`src/rtl/vmerge_pkg.sv`:
```
// Shared encodings for the vector merge/move unit; also imported by the vALU decoder.
package vmerge_pkg;

   localparam logic [1:0] SEW_E8  = 2'd0;
   localparam logic [1:0] SEW_E16 = 2'd1;
   localparam logic [1:0] SEW_E32 = 2'd2;
   localparam logic [1:0] SEW_E64 = 2'd3;

   localparam logic [2:0] OP_MERGE = 3'd0;
   localparam logic [2:0] OP_MOVE  = 3'd1;

   function automatic int unsigned elems_per_beat(input int unsigned data_width,
                                                  input logic [1:0]  sew);
      return data_width >> (32'd3 + 32'(sew));
   endfunction

endpackage

```
`src/rtl/vmerge_delay.sv`:
```
// Synchronously reset shift register carrying the {valid, addr, vec} bundle to writeback.
module vmerge_delay #(
   parameter int unsigned Width = 8,
   parameter int unsigned Depth = 1
) (
   input  logic             clk,
   input  logic             rst,
   input  logic [Width-1:0] data_i,
   output logic [Width-1:0] data_o
);

   logic [Width-1:0] pipe_q [Depth];

   always_ff @(posedge clk) begin
      if (rst) begin
         for (int i = 0; i < int'(Depth); i++) begin
            pipe_q[i] <= '0;
         end
      end else begin
         pipe_q[0] <= data_i;
         for (int i = 1; i < int'(Depth); i++) begin
            pipe_q[i] <= pipe_q[i-1];
         end
      end
   end

   assign data_o = pipe_q[Depth-1];

endmodule

```
`src/rtl/vmerge_sew.sv`:
```
// Vector merge/move: per-element select between vs2 and vs1 under v0, at any SEW, with an
// element counter that tracks mask position across the beats of a register group.
module vmerge_sew
   import vmerge_pkg::*;
#(
   parameter int unsigned REQ_DATA_WIDTH  = 64,
   parameter int unsigned RESP_DATA_WIDTH = 64,
   parameter int unsigned REQ_ADDR_WIDTH  = 32,
   parameter int unsigned SEW_WIDTH       = 2,
   parameter int unsigned OPSEL_WIDTH     = 3,
   parameter int unsigned MASK_WIDTH      = 64,
   parameter int unsigned PIPE_DEPTH      = 6
) (
   input  logic                       clk,
   input  logic                       rst,
   input  logic                       in_valid,
   input  logic                       in_start,
   input  logic [SEW_WIDTH-1:0]       in_sew,
   input  logic [OPSEL_WIDTH-1:0]     in_opsel,
   input  logic [REQ_ADDR_WIDTH-1:0]  in_addr,
   input  logic [MASK_WIDTH-1:0]      in_mask,
   input  logic [REQ_DATA_WIDTH-1:0]  in_vec0,
   input  logic [REQ_DATA_WIDTH-1:0]  in_vec1,
   output logic                       out_valid,
   output logic [REQ_ADDR_WIDTH-1:0]  out_addr,
   output logic [RESP_DATA_WIDTH-1:0] out_vec
);

   localparam int unsigned IdxWidth    = $clog2(MASK_WIDTH);
   localparam int unsigned MaxElems    = REQ_DATA_WIDTH / 8;
   localparam int unsigned DelayDepth  = (PIPE_DEPTH > 1) ? PIPE_DEPTH - 1 : 1;
   localparam int unsigned BundleWidth = 1 + REQ_ADDR_WIDTH + RESP_DATA_WIDTH;

   logic [IdxWidth-1:0] idx_q, idx_d, base;
   logic [MaxElems-1:0] mask_slice;

   // Element counter: in_start only counts when qualified by in_valid.
   always_comb begin
      base  = (in_valid && in_start) ? '0 : idx_q;
      idx_d = idx_q;
      if (in_valid) begin
         idx_d = base + IdxWidth'(elems_per_beat(REQ_DATA_WIDTH, in_sew));
      end
   end

   always_ff @(posedge clk) begin
      if (rst) begin
         idx_q <= '0;
      end else begin
         idx_q <= idx_d;
      end
   end

   // Mask positions wrap modulo MASK_WIDTH through the truncated index width.
   always_comb begin
      mask_slice = '0;
      for (int e = 0; e < int'(MaxElems); e++) begin
         mask_slice[e] = in_mask[base + IdxWidth'(e)];
      end
   end

   logic                      s_valid;
   logic [SEW_WIDTH-1:0]      s_sew;
   logic [OPSEL_WIDTH-1:0]    s_op;
   logic [REQ_ADDR_WIDTH-1:0] s_addr;
   logic [MaxElems-1:0]       s_mask;
   logic [REQ_DATA_WIDTH-1:0] s_vec0, s_vec1;

   if (PIPE_DEPTH > 1) begin : g_stage0
      logic                      valid_q;
      logic [SEW_WIDTH-1:0]      sew_q;
      logic [OPSEL_WIDTH-1:0]    op_q;
      logic [REQ_ADDR_WIDTH-1:0] addr_q;
      logic [MaxElems-1:0]       mask_q;
      logic [REQ_DATA_WIDTH-1:0] vec0_q, vec1_q;

      always_ff @(posedge clk) begin
         if (rst) begin
            valid_q <= 1'b0;
            sew_q   <= '0;
            op_q    <= '0;
            addr_q  <= '0;
            mask_q  <= '0;
            vec0_q  <= '0;
            vec1_q  <= '0;
         end else begin
            valid_q <= in_valid;
            sew_q   <= in_valid ? in_sew     : '0;
            op_q    <= in_valid ? in_opsel   : '0;
            addr_q  <= in_valid ? in_addr    : '0;
            mask_q  <= in_valid ? mask_slice : '0;
            vec0_q  <= in_valid ? in_vec0    : '0;
            vec1_q  <= in_valid ? in_vec1    : '0;
         end
      end

      assign s_valid = valid_q;
      assign s_sew   = sew_q;
      assign s_op    = op_q;
      assign s_addr  = addr_q;
      assign s_mask  = mask_q;
      assign s_vec0  = vec0_q;
      assign s_vec1  = vec1_q;
   end else begin : g_bypass
      // Single-stage pipe: select straight from the inputs into the output register.
      assign s_valid = in_valid;
      assign s_sew   = in_valid ? in_sew     : '0;
      assign s_op    = in_valid ? in_opsel   : '0;
      assign s_addr  = in_valid ? in_addr    : '0;
      assign s_mask  = in_valid ? mask_slice : '0;
      assign s_vec0  = in_valid ? in_vec0    : '0;
      assign s_vec1  = in_valid ? in_vec1    : '0;
   end

   logic [3:0][REQ_DATA_WIDTH-1:0] sel_sew;

   for (genvar g = 0; g < 4; g++) begin : g_sew
      localparam int unsigned Ew  = 8 << g;
      localparam int unsigned Nel = REQ_DATA_WIDTH / Ew;
      for (genvar e = 0; e < Nel; e++) begin : g_elem
         assign sel_sew[g][e*Ew +: Ew] = s_mask[e] ? s_vec1[e*Ew +: Ew] : s_vec0[e*Ew +: Ew];
      end
   end

   logic [RESP_DATA_WIDTH-1:0] res;

   // Reserved op codes fall through to the MOVE behaviour.
   always_comb begin
      res = s_vec1;
      if (s_op == OP_MERGE) begin
         unique case (s_sew)
            SEW_E8:  res = sel_sew[0];
            SEW_E16: res = sel_sew[1];
            SEW_E32: res = sel_sew[2];
            SEW_E64: res = sel_sew[3];
            default: res = s_vec1;
         endcase
      end
   end

   logic [BundleWidth-1:0] bundle_in, bundle_out;

   assign bundle_in = {s_valid, s_addr, res};

   vmerge_delay #(
      .Width(BundleWidth),
      .Depth(DelayDepth)
   ) u_delay (
      .clk   (clk),
      .rst   (rst),
      .data_i(bundle_in),
      .data_o(bundle_out)
   );

   assign {out_valid, out_addr, out_vec} = bundle_out;

endmodule

```
`config.mk`:
```
export PLATFORM = sky130hd
export DESIGN_NAME = vmerge_sew
export DESIGN_NICKNAME = d
export VERILOG_FILES = /design/src/rtl/vmerge_pkg.sv /design/src/rtl/vmerge_delay.sv /design/src/rtl/vmerge_sew.sv
export SDC_FILE = /design/constraint.sdc
export NUM_CORES = 1
export LEC_CHECK = 0
export ABC_AREA = 1
export BUFFER_PORTS_ARGS = -buffer_cell sky130_fd_sc_hd__buf_2
export CAP_MARGIN = 20
export CORE_ASPECT_RATIO = 1.5
export CORE_UTILIZATION = 43
export DETAILED_ROUTE_END_ITERATION = 8
export GPL_ROUTABILITY_DRIVEN = 0
export MAX_ROUTING_LAYER = met4
export PLACE_DENSITY = 0.71
export REMOVE_ABC_BUFFERS = 1
export SYNTH_ARGS = -nofsm -noshare
export SYNTH_HDL_FRONTEND = slang
export SYNTH_HIERARCHICAL = 1
export SYNTH_SLANG_ARGS = --single-unit
export TNS_END_PERCENT = 20
```
`constraint.sdc`:
```
create_clock -name clk -period 3.7 [get_ports clk]
set_input_delay 0.185 -clock clk [delete_from_list [all_inputs] [get_ports clk]]
set_output_delay 0.185 -clock clk [all_outputs]
set_load 0.01 [all_outputs]
```
==> results of run 1 <==
[path summary, 6_finish.rpt]
| kind | to | slack (ns) | cells after the start | startpoint |
|---|---|---|---|---|
| worst max register to register | g_stage0.mask_q[1]$_SDFF_PP0_ | 0.96 | 11 | idx_q[0]$_SDFFE_PP0P_ |
| worst min-delay path | g_stage0.vec0_q[14]$_SDFF_PP0_ | 0.33 | 4 | in_vec0[14] |
| worst min register to register | u_delay/pipe_q[0][451]$_SDFF_PP0_ | 0.39 | 2 | u_delay/pipe_q[0][354]$_SDFF_PP0_ |
| worst max-delay path | g_stage0.mask_q[1]$_SDFF_PP0_ | 0.63 | 14 | in_valid |
[cells by family after synthesis]
group           Yosys count  share of synthesized area
mux                      25                     0.0111
compound gates          170                     0.0385
buf+inv                1052                      0.189
simple gates           1350                      0.227
fa+ha+maj                 7                    0.00345
xor+xnor                 17                    0.00617
flops                   665                      0.525
[registers in the layout, summed over array words and instances, names as in the netlist]
register,count
g_stage0.vec1_q,64
u_delay/pipe_q,485
g_stage0.valid_q,1
g_stage0.op_q,3
g_stage0.sew_q,2
g_stage0.mask_q,8
idx_q,6
g_stage0.vec0_q,64
g_stage0.addr_q,32
[through the flow]
| step | util | setup TNS (ns) | std cells | cell area, µm² | worst slack [ns] |
|---|---|---|---|---|---|
| after detailed placement | 0.454 | 0 | 4157 | 26400 | 0.738 |
| after CTS | 0.518 | 0 | 4435 | 30100 | 0.821 |
| after global placement | 0.454 | 0 | 4157 | 26400 | 0.780 |
| after global routing | 0.519 | 0 | 4441 | 30100 | 0.474 |
| final | 0.519 | 0 | 4441 | 30100 | 0.635 |
| after floorplan | - | -4.13 | 3041 | 23600 | -0.976 |
[power by group through the flow]
stage	sequential, mW	clock [mW]	combinational, mW
global placement	7.59	0	1.38
detailed placement	7.59	0	1.40
floorplan	7.58	0	0.868
CTS	7.43	6.49	1.55
global route	7.45	6.78	1.75
finish	7.43	6.30	1.59
[area by class of cell]
cell class	instances	area share
Tap cell	770	0.0320
Multi-Input combinational cell	1569	0.241
Inverter	807	0.101
Clock inverter	28	0.0108
Sequential cell	665	0.442
Timing Repair Buffer	513	0.116
Antenna cell	6	0.000498
Clock buffer	83	0.0574
[what timing repair did]
action | in CTS | in global routing
endpoints found under the setup margin | 0 | 0
buffers inserted | 0 | 0
hold buffers | 167 | 0
endpoints found under the hold margin | 168 | 0
[worst register-to-register path: stages, from the launching register on]
cell and delay (ns):
dfxtp_2 0.37, nand2_2 0.20, ha_1 0.78, inv_1 0.45, nand3_1 0.25, nand3_1 0.09, nand3_1 0.12, nand3_1 0.12
nand2_1 0.08, nand2_1 0.05, nand2_1 0.07, nor2_1 0.04
[layer usage]
layer,up-vias,share of wire,track usage
met5,-,0,-
met4,0,0.061,0.120
met3,268,0.076,0.0363
met2,951,0.49,0.344
met1,9102,0.38,0.214
li1,10300,-,-
[cell usage in the layout, fill, tap and decap left out, types with 3 or more instances in the layout]
| cell | netlist | final |
|---|---|---|
| a21oi_1 | 88 | 87 |
| buf_2 | 28 | 328 |
| buf_4 | 102 | 15 |
| bufinv_16 | 0 | 5 |
| clkbuf_1 | 56 | 9 |
| clkbuf_16 | 0 | 60 |
| clkbuf_8 | 0 | 14 |
| clkinv_2 | 0 | 10 |
| clkinv_4 | 0 | 4 |
| clkinvlp_4 | 0 | 4 |
| dfxtp_1 | 665 | 664 |
| diode_2 | 0 | 6 |
| dlygate4sd3_1 | 0 | 167 |
| ha_1 | 7 | 7 |
| inv_1 | 798 | 798 |
| inv_2 | 8 | 7 |
| inv_6 | 0 | 3 |
| mux2_2 | 25 | 25 |
| nand2_1 | 153 | 152 |
| nand2_2 | 8 | 9 |
| nand3_1 | 434 | 434 |
| nand3b_1 | 5 | 5 |
| nand4_1 | 10 | 10 |
| nor2_1 | 701 | 701 |
| nor2_2 | 3 | 3 |
| nor3_1 | 30 | 30 |
| o211ai_1 | 15 | 15 |
| o21ai_0 | 36 | 35 |
| o21ai_2 | 2 | 3 |
| o221ai_1 | 16 | 16 |
| o22ai_1 | 6 | 6 |
| xor2_1 | 16 | 16 |
==> metrics.md, run 1 <==
| Metric | Value |
|---|---|
| Combinational group share of total power | `0.104` |
| PostCTS Resize Cnt | `0` |
| Die width | `about 200 µm` |
| # fillers | `about 5400` |
| Period Utilization, post-route | `0.828` |
| RSZ-0062 raised after global routing | `false` |
| Yosys cell types | `36` |
| Max Fclk | `326 MHz` |
| Worst-path clk slew | `0.08 ns` |
| Family with the most delay on the worst path | `simple AND/OR/NAND/NOR gates` |
| Synthesized area per cell | `7.71 µm²` |
| Post-Route Skew | `about 0.028 ns` |
| Total power | `about 15 mW` |
| Hold slack | `0.332 ns` |
| FP Rows | `approximately 110` |
| CTS tree | `done` |
| # Max-Cap Violations | `0` |
| Most frequent cell after synthesis | `inv_1` |
| Via count | `between 20000 and 25000` |
| H-tree depth | `2` |
| Root buffer cell | `clkbuf_16` |
| Outcome | `finished, final reports clean` |
| Layout area overhead | `18.9%` |
| Critical path arrival | `3.56 ns` |
| Top cells by area, synth | `dfxtp_1 53%, inv_1 12%, nor2_1 10%, nand3_1 8.6%, buf_4 3.0%` |
| Critical path type | `primary input to flip-flop` |
| Flop and latch count out of synthesis | `665` |
| Top FF cell, synth | `dfxtp_1` |
| YS warnings | `6` |
| Crit start category | `primary input` |
| Vias in the first global route | `19400` |
| Gr usage total | `0.200` |
| Pwr Density | `509 nW/µm²` |
| Slew margin rel. | `0.271` |
| Register area | `approximately 13000 µm²` |
| Mapped Area | `25300 µm²` |
| # DRC | `0` |
| Req. time, crit path | `4.19 ns` |
| Critical Path Sink Type | `flip-flop` |
| EDFF count, synth | `0` |
| Tmin final | `3.07 ns` |
| Pint | `roughly 12 mW` |
| Clock share of power | `0.411` |
| Critical path cell sequence | `dlygate4sd3_1 -> buf_2 -> nand2_2 -> nand2_2 -> ha_1 -> inv_1 -> nand3_1 -> nand3_1 -> nand3_1 -> nand3_1 -> nand2_1 -> nand2_1 -> nand2_1 -> nor2_1` |
| Post-synthesis sequential area ratio | `0.525` |
| Ys async rst share | `0` |
| Deepest clock path buffer count | `3` |
| Pleak | `13.9 nW` |
| First-pass GRT wire length | `94.5 mm` |
| Share of layout cells above drive strength 1 | `0.137` |
| Seq pwr share | `0.485` |
| Post-synth top cells | `798 x inv_1, 701 x nor2_1, 665 x dfxtp_1, 434 x nand3_1, 153 x nand2_1` |
| P_sw | `3.76 mW` |
| Hold Path Class | `primary input to flip-flop` |
| Largest area contributor in the netlist | `dfxtp_1` |
| Core box area | `58100 µm²` |
| ANT nets after route | `0` |
| Drt via density | `4.65` |
| GR Overflow Total | `0` |
| Die H | `299 µm` |
| Count of final max-slew check failures | `0` |
| VDD IR max | `about 320 µV` |
| Area of the multi-input gates | `roughly 7300 µm²` |
| Sw Share | `0.245` |
| Cell count after synthesis | `3286` |
| Pin count of the biggest net entering global routing | `208` |
| Crit path top cell by count | `nand3_1` |
| Nets@finish | `around 3900` |
| Slowest cell on the critical path | `ha_1` |
| Crit-path max FO | `23` |
| Dpl hpwl | `39.2 mm` |
| Worst-Skew Late Latency | `0.61 ns` |
| Hold Vio Cnt, Final | `0` |
| Number of buffers created by CTS | `59` |
| Actual slew at the worst max-slew pin | `1.09 ns` |
| Initial core utilization | `0.436` |
| WL/cell | `13.5 µm` |
| Die ar. | `~60000 µm²` |
| Share of the synthesized area in the top cell type | `0.525` |
| Drt pass-1 iters | `8` |
| Initial antenna violation count | `6` |
| CP peak stage delay | `between 0.7 and 0.8 ns` |
| Final setup violation count | `0` |
| Buf/Inv on CP | `3` |
| Detailed Route WL | `59.9 mm` |
| Clock tree sinks | `665` |
| I/O pin count | `330` |
| PortBufs | `329` |
| Initial DRC count | `~1900` |
(Power assumes the default switching activity.)
==> inputs of run 2 (changes only) <==
==> constraint.sdc (replaced) <==
create_clock -name clk -period 3.14 [get_ports clk]
set_input_delay 0.157 -clock clk [delete_from_list [all_inputs] [get_ports clk]]
set_output_delay 0.157 -clock clk [all_outputs]
set_load 0.01 [all_outputs]
==> metrics.md, run 2 (synthesis gave the netlist of run 1 again) <==
| Metric | Value |
|---|---|
| Outcome | `finished, final reports clean` |
| ANT nets after route | `0 (unchanged)` |
| WL/cell | `13.5 µm (+0.29%)` |
| Worst-Skew Late Latency | `0.59 ns (-0.02 ns)` |
| VDD IR max | `385 µV (+19%)` |
| Tmin final | `2.67 ns` |
| CTS tree | `done` |
| Most common cell after layout, fill and taps aside | `inv_1` |
| Final std cells w/o fill | `4447 (+0.14%)` |
| Register area | `13300 µm² (unchanged)` |
| RR Startpoint | `idx_q[0]$_SDFFE_PP0P_` |
| Hold Path Class | `primary input to flip-flop` |
| Post-Route Skew | `0.0117 ns (-0.0166 ns)` |
| Final worst slack | `0.474 ns (-0.161 ns)` |
| # fillers | `5337 (-1.4%)` |
| Count of final max-slew check failures | `0 (unchanged)` |
| Gr usage total | `0.202 (+0.00222)` |
| Drt pass-1 iters | `9 (+1)` |
| Actual slew at the worst max-slew pin | `1.03 ns (-0.0631 ns)` |
| PortBufs | `329 (unchanged)` |
| WHS Path Cells | `4 (unchanged)` |
| Initial core utilization | `0.436 (unchanged)` |
| Worst setup path startpoint | `in_valid` |
| Layout area overhead | `19.0%` |
| Final core utilization | `0.519 (+0.000818)` |
| Die width | `200 µm (unchanged)` |
| Pwr Density | `601 nW/µm² (+18%)` |
| Total power | `18.1 mW (+18%)` |
| Deepest clock path buffer count | `3 (unchanged)` |
| Cts-stage hold buffer count | `167 (unchanged)` |
| FP Rows | `108 (unchanged)` |
| First-pass GRT wire length | `94.9 mm (+0.45%)` |
| Worst r2r path cells | `12 (+1)` |
| Worst-path clk slew | `0.06 ns (-0.02 ns)` |
| Req. time, crit path | `3.65 ns (-0.54 ns)` |
| Number of buffers created by CTS | `60 (+1.7%)` |
| Pleak | `13.9 nW (+0.14%)` |
| Post-Place Cells | `4164 (+0.17%)` |
| Core box area | `58100 µm² (unchanged)` |
| PostCTS Resize Cnt | `0 (unchanged)` |
| Drt via density | `4.61 (-0.89%)` |
| Area of the multi-input gates | `7270 µm² (unchanged)` |
| Critical path type | `primary input to flip-flop` |
| Die ar. | `59900 µm² (unchanged)` |
| Die H | `299 µm (unchanged)` |
| Largest registers | `u_delay/pipe_q: 485 flops, g_stage0.vec0_q: 64 flops, g_stage0.vec1_q: 64 flops` |
| R2R Setup Slk | `0.60 ns (-0.36 ns)` |
| Biggest register | `u_delay/pipe_q` |
| Root buffer cell | `clkbuf_16` |
| Max Fclk | `375 MHz` |
| Critical Path Sink Type | `flip-flop` |
| Clock tree sinks | `665 (unchanged)` |
| Critical path arrival | `3.18 ns (-0.38 ns)` |
| Worst min-delay path startpoint | `in_start` |
| Hold EP | `idx_q[4]$_SDFFE_PP0P_` |
| Vias in the first global route | `19100 (-1.3%)` |
| Via count | `20500 (-0.76%)` |
| Crit-path max FO | `17 (-26%)` |
| I/O pin count | `330 (unchanged)` |
| Detailed Route WL | `60.1 mm (+0.43%)` |
| Hold Vio Cnt, Final | `0 (unchanged)` |
| Largest register FFs | `485 (unchanged)` |
| H-tree depth | `2 (unchanged)` |
| Dpl ws | `0.531 ns (-0.207 ns)` |
| GR Overflow Total | `0 (unchanged)` |
| Post-CTS setup buffer count | `0 (unchanged)` |
| Crit start category | `primary input` |
| Slew margin rel. | `0.316 (+0.0448)` |
| Dpl hpwl | `39.2 mm (-0.11%)` |
| # DRC | `0 (unchanged)` |
| Final setup violation count | `0 (unchanged)` |
| Period Utilization, post-route | `0.849` |
| # Max-Cap Violations | `0 (unchanged)` |
| Hold slack | `0.131 ns (-0.201 ns)` |
| Commonest non-fill, non-tap cells in the layout | `798 x inv_1, 701 x nor2_1, 664 x dfxtp_1` |
| Setup total negative slack | `0 ns (unchanged)` |
| Initial DRC count | `1680 (-12%)` |
| DP Area | `26500 µm² (+0.25%)` |
| Cell area after layout | `30200 µm² (+0.16%)` |
| Initial antenna violation count | `5 (-1)` |
| Worst R2R End | `g_stage0.mask_q[5]$_SDFF_PP0_` |
| Nets@finish | `3863 (+0.21%)` |
| RSZ-0062 raised after global routing | `false` |
| Pin count of the biggest net entering global routing | `184 (-12%)` |
| Share of layout cells above drive strength 1 | `0.137 (-0.000224)` |
[run 2: worst max path at each step]
stage | to | slack, ns | cells past startpoint
6_report | g_stage0.mask_q[5]$_SDFF_PP0_ | 0.47 | 15
5_1_grt | g_stage0.mask_q[5]$_SDFF_PP0_ | 0.38 | 15
4_1_cts | g_stage0.mask_q[5]$_SDFF_PP0_ | 0.60 | 15
3_5_place_dp | g_stage0.mask_q[5]$_SDFF_PP0_ | 0.53 | 14
3_3_place_gp | g_stage0.mask_q[6]$_SDFF_PP0_ | 0.60 | 10
2_1_floorplan | g_stage0.mask_q[3]$_SDFF_PP0_ | -1.54 | 9
[run 2: report_power, final]
| part | switching [mW] | internal (mW) |
|---|---|---|
| logic | 1.18 | 0.707 |
| registers | 0.110 | 8.65 |
| clock network | 3.10 | 4.38 |
| total | 4.39 | 13.7 |
[run 2: per-layer routing]
| metal | share of wire | up-vias | track usage |
|---|---|---|---|
| li1 | - | 10300 | - |
| met1 | 0.38 | 8969 | 0.222 |
| met2 | 0.50 | 917 | 0.352 |
| met3 | 0.067 | 262 | 0.0274 |
| met4 | 0.055 | 0 | 0.114 |
| met5 | 0 | - | - |
[run 2: final cells by class]
type	count	area share
Antenna cell	6	0.000498
Clock buffer	82	0.0552
Clock inverter	28	0.0123
Inverter	807	0.101
Multi-Input combinational cell	1569	0.241
Sequential cell	665	0.441
Tap cell	770	0.0319
Timing Repair Buffer	520	0.118
[run 2: critical path: stages]
cell and delay (ns):
dlygate4sd3_1 0.53, buf_2 0.15, nand2_2 0.22, nand2_2 0.27, ha_1 0.37, buf_4 0.20
inv_1 0.41, nand3_1 0.21, nand3_1 0.15, nand3_1 0.09, nand3_1 0.13, nand2_1 0.05
nand2_1 0.05, nand2_1 0.06, nor2_1 0.13
